### src/rtl/fpu_pkg.sv
// Shared definitions for the floating-point add/subtract unit.
//   exp_size_f / mant_size_f / bias_f : IEEE-754 field geometry from operand width
//   fpu_state_t                       : sequencer states of fpu_addsub
//   cmd_t                             : operation select (add / subtract)
package fpu_pkg;

  function automatic int exp_size_f(input int bitness);
    case (bitness)
      16:      return 5;
      64:      return 11;
      default: return 8;
    endcase
  endfunction

  function automatic int mant_size_f(input int bitness);
    case (bitness)
      16:      return 10;
      64:      return 52;
      default: return 23;
    endcase
  endfunction

  function automatic int bias_f(input int bitness);
    return (1 << (exp_size_f(bitness) - 1)) - 1;
  endfunction

  typedef enum logic [2:0] {
    IDLE   = 3'd0,
    UNPACK = 3'd1,
    ALIGN  = 3'd2,
    ADD    = 3'd3,
    NORM   = 3'd4,
    ROUND  = 3'd5,
    PACK   = 3'd6,
    OUTPUT = 3'd7
  } fpu_state_t;

  typedef enum logic {
    CMD_ADD = 1'b0,
    CMD_SUB = 1'b1
  } cmd_t;

endpackage

### src/rtl/fpu_lzc.sv
// Combinational leading-zero counter.
//   in_i    : vector to scan, MSB first
//   count_o : number of zeros above the most significant one (WIDTH if all zero)
module fpu_lzc #(
  parameter int WIDTH = 27,
  parameter int CW    = $clog2(WIDTH + 1)
) (
  input  logic [WIDTH-1:0] in_i,
  output logic [CW-1:0]    count_o
);

  logic found;

  always_comb begin
    count_o = CW'(WIDTH);
    found   = 1'b0;
    for (int unsigned i = 0; i < WIDTH; i++) begin
      if (!found && in_i[WIDTH-1-i]) begin
        count_o = CW'(i);
        found   = 1'b1;
      end
    end
  end

endmodule

### src/rtl/fpu_addsub.sv
// Multi-cycle IEEE-754 adder/subtractor (round to nearest even, no subnormals).
//   clock, reset           : rising-edge clock, synchronous active-high reset
//   input_rdy / input_ack  : operand handshake, ack only while idle
//   data_a, data_b,command : operands and operation (0 = A+B, 1 = A-B)
//   output_rdy / output_ack: result handshake, result held until taken
//   result                 : packed IEEE-754 result
module fpu_addsub
  import fpu_pkg::*;
#(
  parameter int bitness   = 32,
  parameter int exp_size  = exp_size_f(bitness),
  parameter int mant_size = mant_size_f(bitness)
) (
  input  logic               clock,
  input  logic               reset,
  input  logic               input_rdy,
  output logic               input_ack,
  input  logic [bitness-1:0] data_a,
  input  logic [bitness-1:0] data_b,
  input  logic               command,
  output logic               output_rdy,
  input  logic               output_ack,
  output logic [bitness-1:0] result
);

  localparam int E  = exp_size;
  localparam int M  = mant_size;
  localparam int W  = M + 4;              // hidden bit, mantissa, guard/round/sticky
  localparam int XE = E + 2;              // signed exponent with headroom
  localparam int CW = $clog2(W + 1);
  localparam logic [E-1:0]          EXP_MAX = '1;
  localparam logic signed [XE-1:0]  ZERO_X  = '0;
  localparam logic signed [XE-1:0]  ONE_X   = {{(XE-1){1'b0}}, 1'b1};
  localparam logic signed [XE-1:0]  TOP_X   = {2'b00, EXP_MAX};
  localparam logic [bitness-1:0]    QNAN    = {1'b0, EXP_MAX, 1'b1, {(M-1){1'b0}}};

  fpu_state_t state_q, state_d;

  logic [bitness-1:0] a_q, b_q, spec_q, result_q;
  cmd_t               cmd_q;
  logic               sa_q, sb_q, special_q, sign_q, zero_q;
  logic [E-1:0]       ea_q, eb_q, ex_q;
  logic [M:0]         ma_q, mb_q, rm_q;
  logic [W-1:0]       xa_q, xb_q, nm_q;
  logic [W:0]         sum_q;
  logic signed [XE-1:0] ne_q, re_q;

  // ---------------- sequencer ----------------
  always_comb begin
    state_d = state_q;
    unique case (state_q)
      IDLE:    if (input_rdy && input_ack) state_d = UNPACK;
      UNPACK:  state_d = ALIGN;
      ALIGN:   state_d = ADD;
      ADD:     state_d = NORM;
      NORM:    state_d = ROUND;
      ROUND:   state_d = PACK;
      PACK:    state_d = OUTPUT;
      OUTPUT:  if (output_ack) state_d = IDLE;
      default: state_d = IDLE;
    endcase
  end

  assign input_ack  = (state_q == IDLE) && !reset;
  assign output_rdy = (state_q == OUTPUT) && !reset;
  assign result     = result_q;

  // ---------------- UNPACK ----------------
  logic [E-1:0]       fa_e, fb_e;
  logic [M-1:0]       fa_m, fb_m;
  logic               un_sa, un_sb, a_nan, b_nan, a_inf, b_inf, un_spec;
  logic [M:0]         un_ma, un_mb;
  logic [bitness-1:0] un_sval;

  assign fa_e  = a_q[M +: E];
  assign fb_e  = b_q[M +: E];
  assign fa_m  = a_q[M-1:0];
  assign fb_m  = b_q[M-1:0];
  assign un_sa = a_q[bitness-1];
  assign un_sb = b_q[bitness-1] ^ (cmd_q == CMD_SUB);
  assign a_nan = (fa_e == EXP_MAX) && (fa_m != '0);
  assign b_nan = (fb_e == EXP_MAX) && (fb_m != '0);
  assign a_inf = (fa_e == EXP_MAX) && (fa_m == '0);
  assign b_inf = (fb_e == EXP_MAX) && (fb_m == '0);
  assign un_ma = (fa_e == '0) ? '0 : {1'b1, fa_m};
  assign un_mb = (fb_e == '0) ? '0 : {1'b1, fb_m};

  always_comb begin
    un_spec = 1'b1;
    un_sval = QNAN;
    if (a_nan || b_nan || (a_inf && b_inf && (un_sa != un_sb))) un_sval = QNAN;
    else if (a_inf) un_sval = {un_sa, EXP_MAX, {M{1'b0}}};
    else if (b_inf) un_sval = {un_sb, EXP_MAX, {M{1'b0}}};
    else            un_spec = 1'b0;
  end

  // ---------------- ALIGN ----------------
  logic           a_big;
  logic [E-1:0]   al_diff;
  logic [W-1:0]   al_big, al_small, al_sh, al_lost;

  always_comb begin
    a_big    = (ea_q >= eb_q);
    al_diff  = a_big ? (ea_q - eb_q) : (eb_q - ea_q);
    al_big   = a_big ? {ma_q, 3'b000} : {mb_q, 3'b000};
    al_small = a_big ? {mb_q, 3'b000} : {ma_q, 3'b000};
    al_lost  = '0;
    if (int'(al_diff) > M + 3) begin
      al_sh = {{(W-1){1'b0}}, |al_small};
    end else begin
      al_sh    = al_small >> al_diff;
      al_lost  = al_small & ((W'(1) << al_diff) - W'(1));
      al_sh[0] = al_sh[0] | (|al_lost);
    end
  end

  // ---------------- ADD ----------------
  logic [W:0] ad_sum;
  logic       ad_sign;

  always_comb begin
    if (sa_q == sb_q) begin
      ad_sum  = {1'b0, xa_q} + {1'b0, xb_q};
      ad_sign = sa_q;
    end else if (xa_q >= xb_q) begin
      ad_sum  = {1'b0, xa_q - xb_q};
      ad_sign = sa_q;
    end else begin
      ad_sum  = {1'b0, xb_q - xa_q};
      ad_sign = sb_q;
    end
    // exact cancellation of opposite signs yields +0
    if ((ad_sum == '0) && (sa_q != sb_q)) ad_sign = 1'b0;
  end

  // ---------------- NORM ----------------
  logic [CW-1:0]        lz;
  logic [W-1:0]         no_m;
  logic signed [XE-1:0] no_e;

  fpu_lzc #(.WIDTH(W), .CW(CW)) u_lzc (
    .in_i    (sum_q[W-1:0]),
    .count_o (lz)
  );

  always_comb begin
    if (sum_q[W]) begin
      no_m    = sum_q[W:1];
      no_m[0] = sum_q[1] | sum_q[0];
      no_e    = $signed({2'b00, ex_q}) + ONE_X;
    end else begin
      no_m = sum_q[W-1:0] << lz;
      no_e = $signed({2'b00, ex_q}) - $signed({{(XE-CW){1'b0}}, lz});
    end
  end

  // ---------------- ROUND ----------------
  logic                 rd_up;
  logic [M+1:0]         rd_sum;
  logic [M:0]           rd_m;
  logic signed [XE-1:0] rd_e;

  always_comb begin
    rd_up  = nm_q[2] & (nm_q[1] | nm_q[0] | nm_q[3]);
    rd_sum = {1'b0, nm_q[W-1:3]} + {{(M+1){1'b0}}, rd_up};
    if (rd_sum[M+1]) begin
      rd_m = rd_sum[M+1:1];
      rd_e = ne_q + ONE_X;
    end else begin
      rd_m = rd_sum[M:0];
      rd_e = ne_q;
    end
  end

  // ---------------- PACK ----------------
  logic [bitness-1:0] pk;

  always_comb begin
    if (special_q)                     pk = spec_q;
    else if (zero_q || re_q <= ZERO_X) pk = {sign_q, {(bitness-1){1'b0}}};
    else if (re_q >= TOP_X)            pk = {sign_q, EXP_MAX, {M{1'b0}}};
    else                               pk = {sign_q, re_q[E-1:0], rm_q[M-1:0]};
  end

  // ---------------- registers ----------------
  always_ff @(posedge clock) begin
    if (reset) begin
      state_q  <= IDLE;
      result_q <= '0;
    end else begin
      state_q <= state_d;
      unique case (state_q)
        IDLE: if (input_rdy) begin
          a_q   <= data_a;
          b_q   <= data_b;
          cmd_q <= cmd_t'(command);
        end
        UNPACK: begin
          sa_q      <= un_sa;
          sb_q      <= un_sb;
          ea_q      <= fa_e;
          eb_q      <= fb_e;
          ma_q      <= un_ma;
          mb_q      <= un_mb;
          special_q <= un_spec;
          spec_q    <= un_sval;
        end
        ALIGN: begin
          xa_q <= a_big ? al_big : al_sh;
          xb_q <= a_big ? al_sh : al_big;
          ex_q <= a_big ? ea_q : eb_q;
        end
        ADD: begin
          sum_q  <= ad_sum;
          sign_q <= ad_sign;
        end
        NORM: begin
          nm_q   <= no_m;
          ne_q   <= no_e;
          zero_q <= (sum_q == '0);
        end
        ROUND: begin
          rm_q <= rd_m;
          re_q <= rd_e;
        end
        PACK:    result_q <= pk;
        default: ;
      endcase
    end
  end

endmodule
### config.mk
export PLATFORM = sky130hd
export DESIGN_NAME = fpu_addsub
export DESIGN_NICKNAME = d
export VERILOG_FILES = /design/src/rtl/fpu_pkg.sv /design/src/rtl/fpu_lzc.sv /design/src/rtl/fpu_addsub.sv
export SDC_FILE = /design/constraint.sdc
export NUM_CORES = 1
export LEC_CHECK = 0
export CORE_MARGIN = 2
export CORE_UTILIZATION = 40
export CTS_CLUSTER_SIZE = 25
export DETAILED_ROUTE_END_ITERATION = 16
export SLEW_MARGIN = 20
export SYNTH_ARGS = -nofsm -noshare
export SYNTH_HDL_FRONTEND = slang
export SYNTH_HIERARCHICAL = 1
export SYNTH_SLANG_ARGS = --single-unit
### constraint.sdc
create_clock -name clock -period 9.3 [get_ports clock]
set_clock_uncertainty 0.2 [all_clocks]
set_input_delay 1.395 -clock clock [delete_from_list [all_inputs] [get_ports clock]]
set_output_delay 1.395 -clock clock [all_outputs]
set_load 0.01 [all_outputs]
==> results.cfg, run 1 <==
[floorplan]
core.rowCount = 86
die-area_um2 = 57300
dieHeight_um = 239
die_w_um = 239
initial_core_util_pct = 40.3
ioPinCount = 103
core_area_um2 = 55000

[placement]
dpl_worst_slack_ps = 3520
placed_cell_area_um2 = 23800
io_buffer_count = 102
gp_congestion = 1.01
dp_hpwl_um = 52000
dp.cells = 3005

[pwr]
power_mw = 3.89
leakage_nw = 9.08
ir_drop_mv = 0.151
p_per_area_nw_per_um2 = 155

[synthesis]
async_flop_share_pct = 0
syn-instance-count = 2252
synthFlopType = edfxtp_1
synth_edf_count = 296
synth.distinct_cells = 100
synth_seq_cells = 331
ys_warn_count = 6
synthesis.area_um2 = 22200
synth-seq-area-share_pct = 43.3
synth_area_per_cell_um2 = 9.84
syn-num-nets = 2430

[setup_path]
cp-startpoint = ea_q[0]
arrival_ps = 5950
path_buf_inv = 3
ff2ff_path_depth = 16
cp.required_ps = 9390
crit_family = compound AO/OA/AOI/OAI gates
crit_slowest_cell = o21a_4
cp-end-kind = register
path_cells = inv_1 -> ha_1 -> inv_1 -> fa_1 -> a21o_1 -> a2111oi_2 -> o21a_4 -> buf_4 -> mux2i_1 -> mux2i_1 -> mux2i_1 -> o2bb2ai_1 -> nand2_1 -> nand2_1 -> nand3_1 -> o21ai_0
crit_path_frequent_cell = mux2i_1
endpoint = xb_q[13]
r2r_start = ea_q[0]
regToRegSetupSlack_ps = 3440
max_stage_delay_ps = 820
r2r-end = xb_q[13]
cp_max_fo = 64
cp-start-kind = register
cp_num_cells = 16
path_class = reg2reg

[detailed_routing]
drt_wl_total_um = 68100
routedWlPerCell_um = 22.2
topRoutingLayerUsed = met4
ant_nets = 0
drt-pass1-iter-count = 7
via_count = 18131
drt_iter0_markers = 1787
viasPerCell = 5.90
wl_met3_um = 4180
drc_errors = 0
wl_met1_um = 29000
met2_length_um = 31700

[global_route]
grt_pass1_vias = 17414
antenna_found_initial = 0
overflow = 0
grt_max_degree = 70
track_usage_pct = 23.6
grt_pass1_wl_um = 104000

[timing]
fmax_ghz = 0.171
tns_ps = 0
fin_crit_sh_pct = 63.0
rsz0062_at_grt = false
slew_headroom_pct = 29.9
slew_viol_final = 0
fin_crit_ps = 5860
setup_viol = 0
fin_worst_hold_slack_ps = 279
worst_slack_ps = 3440
worst_slew_pin_slew_ps = 1030
hold_viol_final = 0

[run]
drv_cap = 0

[clocking]
cts-root-buf = clkbuf_16
cts_buffers = 38
path_clk_slew_ps = 70
insertion_delay_ps = 560
cts_resized = 0
cts_setup_buffers = 0
hold_buffers = 0
htree_levels = 2
cts_tree = built
clock_sinks = 331
cts_max_path_buffers = 3

[layout]
fin_nets = 2475
area_delta_synth_final_pct = 12.9
finalNonFillerCells = 3071
n_antenna_cell = 0
fin_util_pct = 45.5
fin_area_um2 = 25000
drive_above_1_share_pct = 8.18

[status]
status = finished clean

[min_path]
hp-class = reg2reg
[cells in the mapped netlist, types with 13 or more instances]
| cell type | count | share of area, % |
|---|---|---|
| edfxtp_1 | 296 | 40 |
| nand2_1 | 219 | 3.7 |
| nor2_1 | 174 | 2.9 |
| a21oi_1 | 133 | 3.0 |
| inv_1 | 122 | 2.1 |
| o21ai_0 | 121 | 2.7 |
| ha_1 | 103 | 5.8 |
| mux2i_1 | 90 | 4.1 |
| clkbuf_1 | 78 | 1.3 |
| and2_1 | 63 | 1.8 |
| nor3_1 | 55 | 1.2 |
| nand3_1 | 49 | 1.1 |
| a211oi_1 | 42 | 1.4 |
| nor4_1 | 41 | 1.2 |
| dfxtp_1 | 35 | 3.2 |
| nand4_1 | 35 | 0.99 |
| xnor2_1 | 34 | 1.3 |
| a31oi_1 | 32 | 0.90 |
| xor2_1 | 32 | 1.3 |
| a22oi_1 | 28 | 0.95 |
| and3_1 | 27 | 0.76 |
| a21o_1 | 25 | 0.85 |
| o31ai_1 | 25 | 0.85 |
| buf_2 | 24 | 0.54 |
| mux4_2 | 21 | 2.1 |
| nand2b_1 | 18 | 0.51 |
| o21bai_1 | 18 | 0.61 |
| nor2b_1 | 16 | 0.45 |
| a22o_1 | 15 | 0.59 |
| mux2_2 | 15 | 0.76 |
| or3_1 | 15 | 0.42 |
| o211ai_1 | 13 | 0.44 |
[metal layers]
layer / GRT usage (%) / up-vias
li1: - / 8508
met1: 31.0 / 8737
met2: 38.3 / 735
met3: 3.33 / 151
met4: 11.3 / 0
met5: 0 / -
[worst min-delay path by stage]
stage,startpoint,endpoint,slack (ps),depth (start not counted)
after floorplan,a_q[24],ea_q[1],250,0
after global placement,rm_q[3],result[3],260,2
after detailed placement,b_q[26],eb_q[3],260,0
after CTS,b_q[26],eb_q[3],280,0
after global routing,b_q[26],eb_q[3],300,0
final,b_q[26],eb_q[3],280,0
[cells by family after synthesis]
group / synth area share [%]
xor gates and xnor gates: 2.83
DFF: 43.3
muxes: 7.13
adders and majority gates: 6.36
buffers and inverters: 4.82
and+or+nand+nor: 17.3
AOI/OAI and AO/OA: 18.3
[sequential cells by signal, indices dropped and copies added (netlist names), 2 cells and up]
name,cells
a_q,32
b_q,32
ea_q,8
eb_q,8
ex_q,8
ma_q,24
mb_q,24
ne_q,10
nm_q,27
re_q,10
result,32
rm_q,23
spec_q,2
state_q,3
sum_q,28
xa_q,27
xb_q,27
[final cells by class]
type / count / area [um2]
well taps: 748 / 936
multi-input cells: 1672 / 11600
fillers: 5220 / 30000
clock inverters: 20 / 210
inverters: 126 / 473
repair buffers: 128 / 1220
flip-flops and latches: 331 / 9590
clock buffers: 46 / 1000
[layout by cell type, fill, tap and decap left out, drive strengths merged, types with 12 or more instances in the layout]
| master | n |
|---|---|
| o21ai | 130 |
| nand4 | 37 |
| a22o | 15 |
| and3 | 29 |
| xor2 | 33 |
| ha | 103 |
| inv | 128 |
| edfxtp | 296 |
| o21a | 12 |
| o211ai | 13 |
| mux2 | 16 |
| clkbuf | 46 |
| a21o | 25 |
| clkinv | 13 |
| dfxtp | 35 |
| nor2 | 174 |
| a21oi | 137 |
| and2 | 65 |
| or3 | 15 |
| xnor2 | 36 |
| clkdlybuf4s50 | 102 |
| o21bai | 18 |
| nand2b | 18 |
| buf | 26 |
| o31ai | 28 |
| a211oi | 50 |
| nand2 | 219 |
| mux2i | 91 |
| nor3 | 60 |
| a22oi | 28 |
| a31oi | 32 |
| nor2b | 16 |
| nor4 | 43 |
| nand3 | 51 |
| mux4 | 21 |
[power by group]
part | switching [mW] | internal [mW]
Combinational | 0.451 | 0.244
Sequential | 0.0451 | 1.68
Clock | 0.615 | 0.856
Power figures use the tool's default switching activity.
==> run 2, diff against run 1 <==
==> constraint.sdc (replaced) <==
create_clock -name clock -period 5.9 [get_ports clock]
set_clock_uncertainty 0.2 [all_clocks]
set_input_delay 0.885 -clock clock [delete_from_list [all_inputs] [get_ports clock]]
set_output_delay 0.885 -clock clock [all_outputs]
set_load 0.01 [all_outputs]
==> run 2 against run 1 <==
Compared with the run above: fmax grew 11%; count of clock-buffer cells in the layout grew 3; worst hold slack gained 1.1 ps; total power grew 58%; core utilization grew 0.33 points; non-clock buffer count grew 16; global-route usage shrank 0.49 points; sequential cell count is the same; register-to-register slack lost 2800 ps; wire length shrank 2.3%; sequential power grew 58%; worst setup slack lost 2800 ps; largest power group unchanged.
==> results.cfg, run 2 (same netlist as run 1, synthesis figures left out) <==
[floorplan]
die_w_um = 239
core_area_um2 = 55000
die-area_um2 = 57300
dieHeight_um = 239
core.rowCount = 86
initial_core_util_pct = 40.3
ioPinCount = 103

[setup_path]
r2r_start = ea_q[0]
regToRegSetupSlack_ps = 630
r2r-end = xa_q[14]
crit_path_frequent_cell = mux2i_1
crit_slowest_cell = a2111oi_2
ff2ff_path_depth = 15
cp_max_fo = 98
cp.required_ps = 5970
path_cells = inv_1 -> ha_1 -> inv_1 -> fa_1 -> a21o_1 -> a2111oi_2 -> o21a_4 -> buf_12 -> mux2i_1 -> mux2i_1 -> mux2i_1 -> o32ai_1 -> buf_4 -> mux2i_1 -> o31ai_1
cp-start-kind = register
cp-end-kind = register
path_class = reg2reg
max_stage_delay_ps = 590
arrival_ps = 5340

[clocking]
hold_buffers = 0
cts_setup_buffers = 0
clock_sinks = 331
htree_levels = 2
insertion_delay_ps = 570
cts_tree = built
cts-root-buf = clkbuf_16
cts_max_path_buffers = 3
path_clk_slew_ps = 60
cts_resized = 0
cts_buffers = 38

[layout]
fin_area_um2 = 25200
fin_nets = 2491
area_delta_synth_final_pct = 13.7
drive_above_1_share_pct = 8.84
layout_commonest_cell = edfxtp_1
final_cell_mix = edfxtp_1 (296), nand2_1 (219), nor2_1 (172)
n_antenna_cell = 0

[placement]
gp_congestion = 0.948
dpl_worst_slack_ps = 696
io_buffer_count = 102
placed_cell_area_um2 = 24000
dp_hpwl_um = 51300

[global_route]
grt_pass1_wl_um = 102000
grt_pass1_vias = 17432
antenna_found_initial = 0
overflow = 0
track_usage_pct = 23.1
grt_max_degree = 99

[pwr]
ir_drop_mv = 0.240
power.switching_mw = 1.73
clkPwrFrac_pct = 38.1
cellInternalPower_mw = 4.42
power.share.combinational_pct = 17.8
p_seq_share_pct = 44.2
swShare_pct = 28.2
leakage_nw = 9.17
p_per_area_nw_per_um2 = 244

[min_path]
min_to = eb_q[7]
hp-class = reg2reg
whs_path_depth = 0
min_from = b_q[30]

[detailed_routing]
drt-pass1-iter-count = 6
drt_iter0_markers = 1854
via_count = 18167
drc_errors = 0
drt_wl_total_um = 66500
ant_nets = 0
routedWlPerCell_um = 21.5
viasPerCell = 5.88

[run]
drv_cap = 0

[timing]
fin_crit_sh_pct = 89.3
slew_viol_final = 0
hold_viol_final = 0
fmax_ghz = 0.190
slew_headroom_pct = 37.2
worst_slew_pin_slew_ps = 929
rsz0062_at_grt = false
worst_slack_ps = 632
tns_ps = 0
fin_crit_ps = 5270
setup_viol = 0

[status]
status = finished clean
## run 2: changes by cell type in the layout (fill, tap and decap cells not counted), moves of 2 or more
cell and change:
nor3_2 -2, inv_6 -2, clkinvlp_4 +2, nor3_4 +2, clkbuf_1 +2, buf_4 +15
clkinv_2 -2, clkinv_8 -2
## run 2: final cells by class
type                    count  area [um2]
flip-flops and latches    331        9590
clock buffers              49        1030
inverters                 126         473
clock inverters            20         204
well taps                 748         936
multi-input cells        1672       11600
fillers                  5227       29800
repair buffers            144        1350
## run 2: power by group through the flow
stage	sequential, mW	combinational [mW]	clock, mW
after floorplan	2.73	0.751	0
after global placement	2.76	1.07	0
after detailed placement	2.77	1.07	0
after CTS	2.72	1.08	2.41
after global routing	2.72	1.18	2.50
final	2.72	1.09	2.34
## run 2: how the worst max path moves through the flow
| stage | start | end | cells after the start |
|---|---|---|---|
| after CTS | ea_q[0] | xa_q[14] | 15 |
| after floorplan | reset | ne_q[0] | 3 |
| after global routing | ea_q[0] | xb_q[0] | 16 |
| after detailed placement | ea_q[0] | xa_q[14] | 15 |
| after global placement | ea_q[0] | xb_q[14] | 15 |
| final | ea_q[0] | xa_q[14] | 15 |
## run 2: critical path: cells and delay by family, from the launching register on
kind / cells / cell delay [ps]
buffers and inverters: 4 / 750
muxes: 4 / 830
DFF: 1 / 380
AOI/OAI and AO/OA: 5 / 2200
adders and majority gates: 2 / 590
## run 2: through the flow
step	hold slack [ps]	utilization [%]	cells	power, mW
2_1_floorplan	250	-	2252	3.48
3_3_place_gp	263	43.6	3021	3.84
3_5_place_dp	272	43.6	3021	3.84
4_1_cts	285	45.8	3090	6.20
5_1_grt	301	45.8	3090	6.40
6_report	280	45.8	3090	6.15
## run 2: per-layer routing
| metal | GRT usage, % | share of wire (%) | vias to the layer above |
|---|---|---|---|
| li1 | - | - | 8557 |
| met1 | 30.6 | 43 | 8740 |
| met5 | 0 | 0 | - |
| met4 | 9.72 | 4.1 | 0 |
| met2 | 38.1 | 47 | 720 |
| met3 | 3.04 | 5.8 | 150 |
==> run 3, diff against run 2 <==
--- a/config.mk
+++ b/config.mk
@@ -6,9 +6,11 @@
 export NUM_CORES = 1
 export LEC_CHECK = 0
 export CORE_MARGIN = 2
-export CORE_UTILIZATION = 40
+export CORE_UTILIZATION = 62
 export CTS_CLUSTER_SIZE = 25
 export DETAILED_ROUTE_END_ITERATION = 16
+export PLACE_DENSITY = 0.82
+export RECOVER_POWER = 25
 export SLEW_MARGIN = 20
 export SYNTH_ARGS = -nofsm -noshare
 export SYNTH_HDL_FRONTEND = slang
==> constraint.sdc (replaced) <==
create_clock -name clock -period 5.9 [get_ports clock]
set_clock_uncertainty 0.2 [all_clocks]
set_input_delay 0.59 -clock clock [delete_from_list [all_inputs] [get_ports clock]]
set_output_delay 0.59 -clock clock [all_outputs]
set_load 0.01 [all_outputs]
==> run 3 against run 2 <==
Compared with the run above: the run now ends with max-capacitance violations, max-slew violations left; cell count down 9.4%; critical path type unchanged; sequential power about the same; wire length down 0.62%; largest power group unchanged.
==> results.cfg, run 3 (same netlist as run 1, synthesis figures left out) <==
[placement]
gp_congestion = 1.02
io_buffer_count = 102
placed_cell_area_um2 = 23600
dp_hpwl_um = 48900

[detailed_routing]
viasPerCell = 6.74
ant_nets = 0
routedWlPerCell_um = 23.6
drt-pass1-iter-count = 6
via_count = 18862
drt_wl_total_um = 66100
drc_errors = 0
drt_iter0_markers = 2087

[clocking]
cts-root-buf = clkbuf_16
cts_resized = 0
cts_setup_buffers = 0
clock_sinks = 331
cts_buffers = 37
hold_buffers = 0
cts_tree = built
insertion_delay_ps = 560
cts_max_path_buffers = 3
path_clk_slew_ps = 60
htree_levels = 2

[setup_path]
cp-end-kind = register
cp.required_ps = 5990
cp-start-kind = register
r2r_start = ea_q[0]
ff2ff_path_depth = 14
r2r-end = xb_q[21]
regToRegSetupSlack_ps = 600
cp_max_fo = 19
path_class = reg2reg
arrival_ps = 5390

[layout]
fin_nets = 2491
fillCellCount = 2625
drive_above_1_share_pct = 8.64
area_delta_synth_final_pct = 11.5
n_antenna_cell = 0
final_cell_mix = edfxtp_1 (296), nand2_1 (219), nor2_1 (172)
layout_commonest_cell = edfxtp_1
fin_util_pct = 69.8
fin_area_um2 = 24700

[global_route]
grt_util_met2_pct = 55.2
grt_use_met3_pct = 7.86
antenna_found_initial = 2
top_usage_layer = met2
grtUsageMet1_pct = 46.2
track_usage_pct = 35.0
grt_max_degree = 99
grt_pass1_wl_um = 99400
grt_pass1_vias = 17711
overflow = 0

[timing]
fin_crit_ps = 5300
hold_viol_final = 0
fin_crit_sh_pct = 89.8
rsz0062_at_grt = false
slew_viol_final = 109
slew_headroom_pct = -37.2
tns_ps = 0
worst_slew_pin_slew_ps = 2060
fin_worst_hold_slack_ps = 285
setup_viol = 0
fmax_ghz = 0.189

[min_path]
min_from = b_q[27]
hp-class = reg2reg
min_to = eb_q[4]
whs_path_depth = 0

[status]
failed_checks = max-capacitance violations, max-slew violations
status = finished with violations

[run]
drv_cap = 3

[floorplan]
core_area_um2 = 35400
dieHeight_um = 193
ioPinCount = 103
initial_core_util_pct = 62.6
core.rowCount = 69
die-area_um2 = 37300
die_w_um = 193

[pwr]
ir_drop_mv = 0.269
power_mw = 5.97
leakage_nw = 9.13
p_per_area_nw_per_um2 = 242
run 3: worst max-delay path, cell delays in order (launching register included):
cell and delay [ps]:
edfxtp_1 390, inv_1 90, ha_1 160, inv_1 50, fa_1 410, a21o_1 220, a2111oi_2 580, o21a_4 370
mux2i_1 500, xor2_2 770, buf_12 230, mux2i_1 80, o2bb2ai_1 360, nand2_1 200, o31ai_1 410
run 3: layer usage:
layer	vias up	wire length, um
met5	-	29
met4	4	3210
met3	214	6400
met2	1076	30000
met1	9005	26400
li1	8563	-
run 3: worst max-delay path by stage:
stage	end	start	slack (ps)
2_1_floorplan	ne_q[0]	reset	1560
3_3_place_gp	xb_q[21]	ea_q[0]	740
3_5_place_dp	xb_q[21]	ea_q[0]	720
4_1_cts	xb_q[21]	ea_q[0]	700
5_1_grt	xb_q[21]	ea_q[0]	320
6_report	xb_q[21]	ea_q[0]	600
run 3: through the flow:
step                      setup slack (ps)  instances
after floorplan                       1560       2252
final                                  599       2798
after CTS                              698       2798
after global placement                 740       2735
after detailed placement               715       2735
after global routing                   325       2798
run 3: cell type report:
type | instances | area [um2] | area share [%]
Clock buffer | 43 | 980 | 3.96
Timing Repair Buffer | 145 | 1360 | 5.49
Inverter | 126 | 473 | 1.91
Tap cell | 461 | 577 | 2.33
Sequential cell | 331 | 9590 | 38.8
Clock inverter | 20 | 130 | 0.527
Multi-Input combinational cell | 1672 | 11600 | 47.0
run 3: power by group:
part	internal, mW	switching (mW)	leakage [nW]
Clock	1.20	0.949	0.538
Combinational	0.390	0.721	5.61
Sequential	2.65	0.0697	2.98
Total	4.23	1.74	9.13
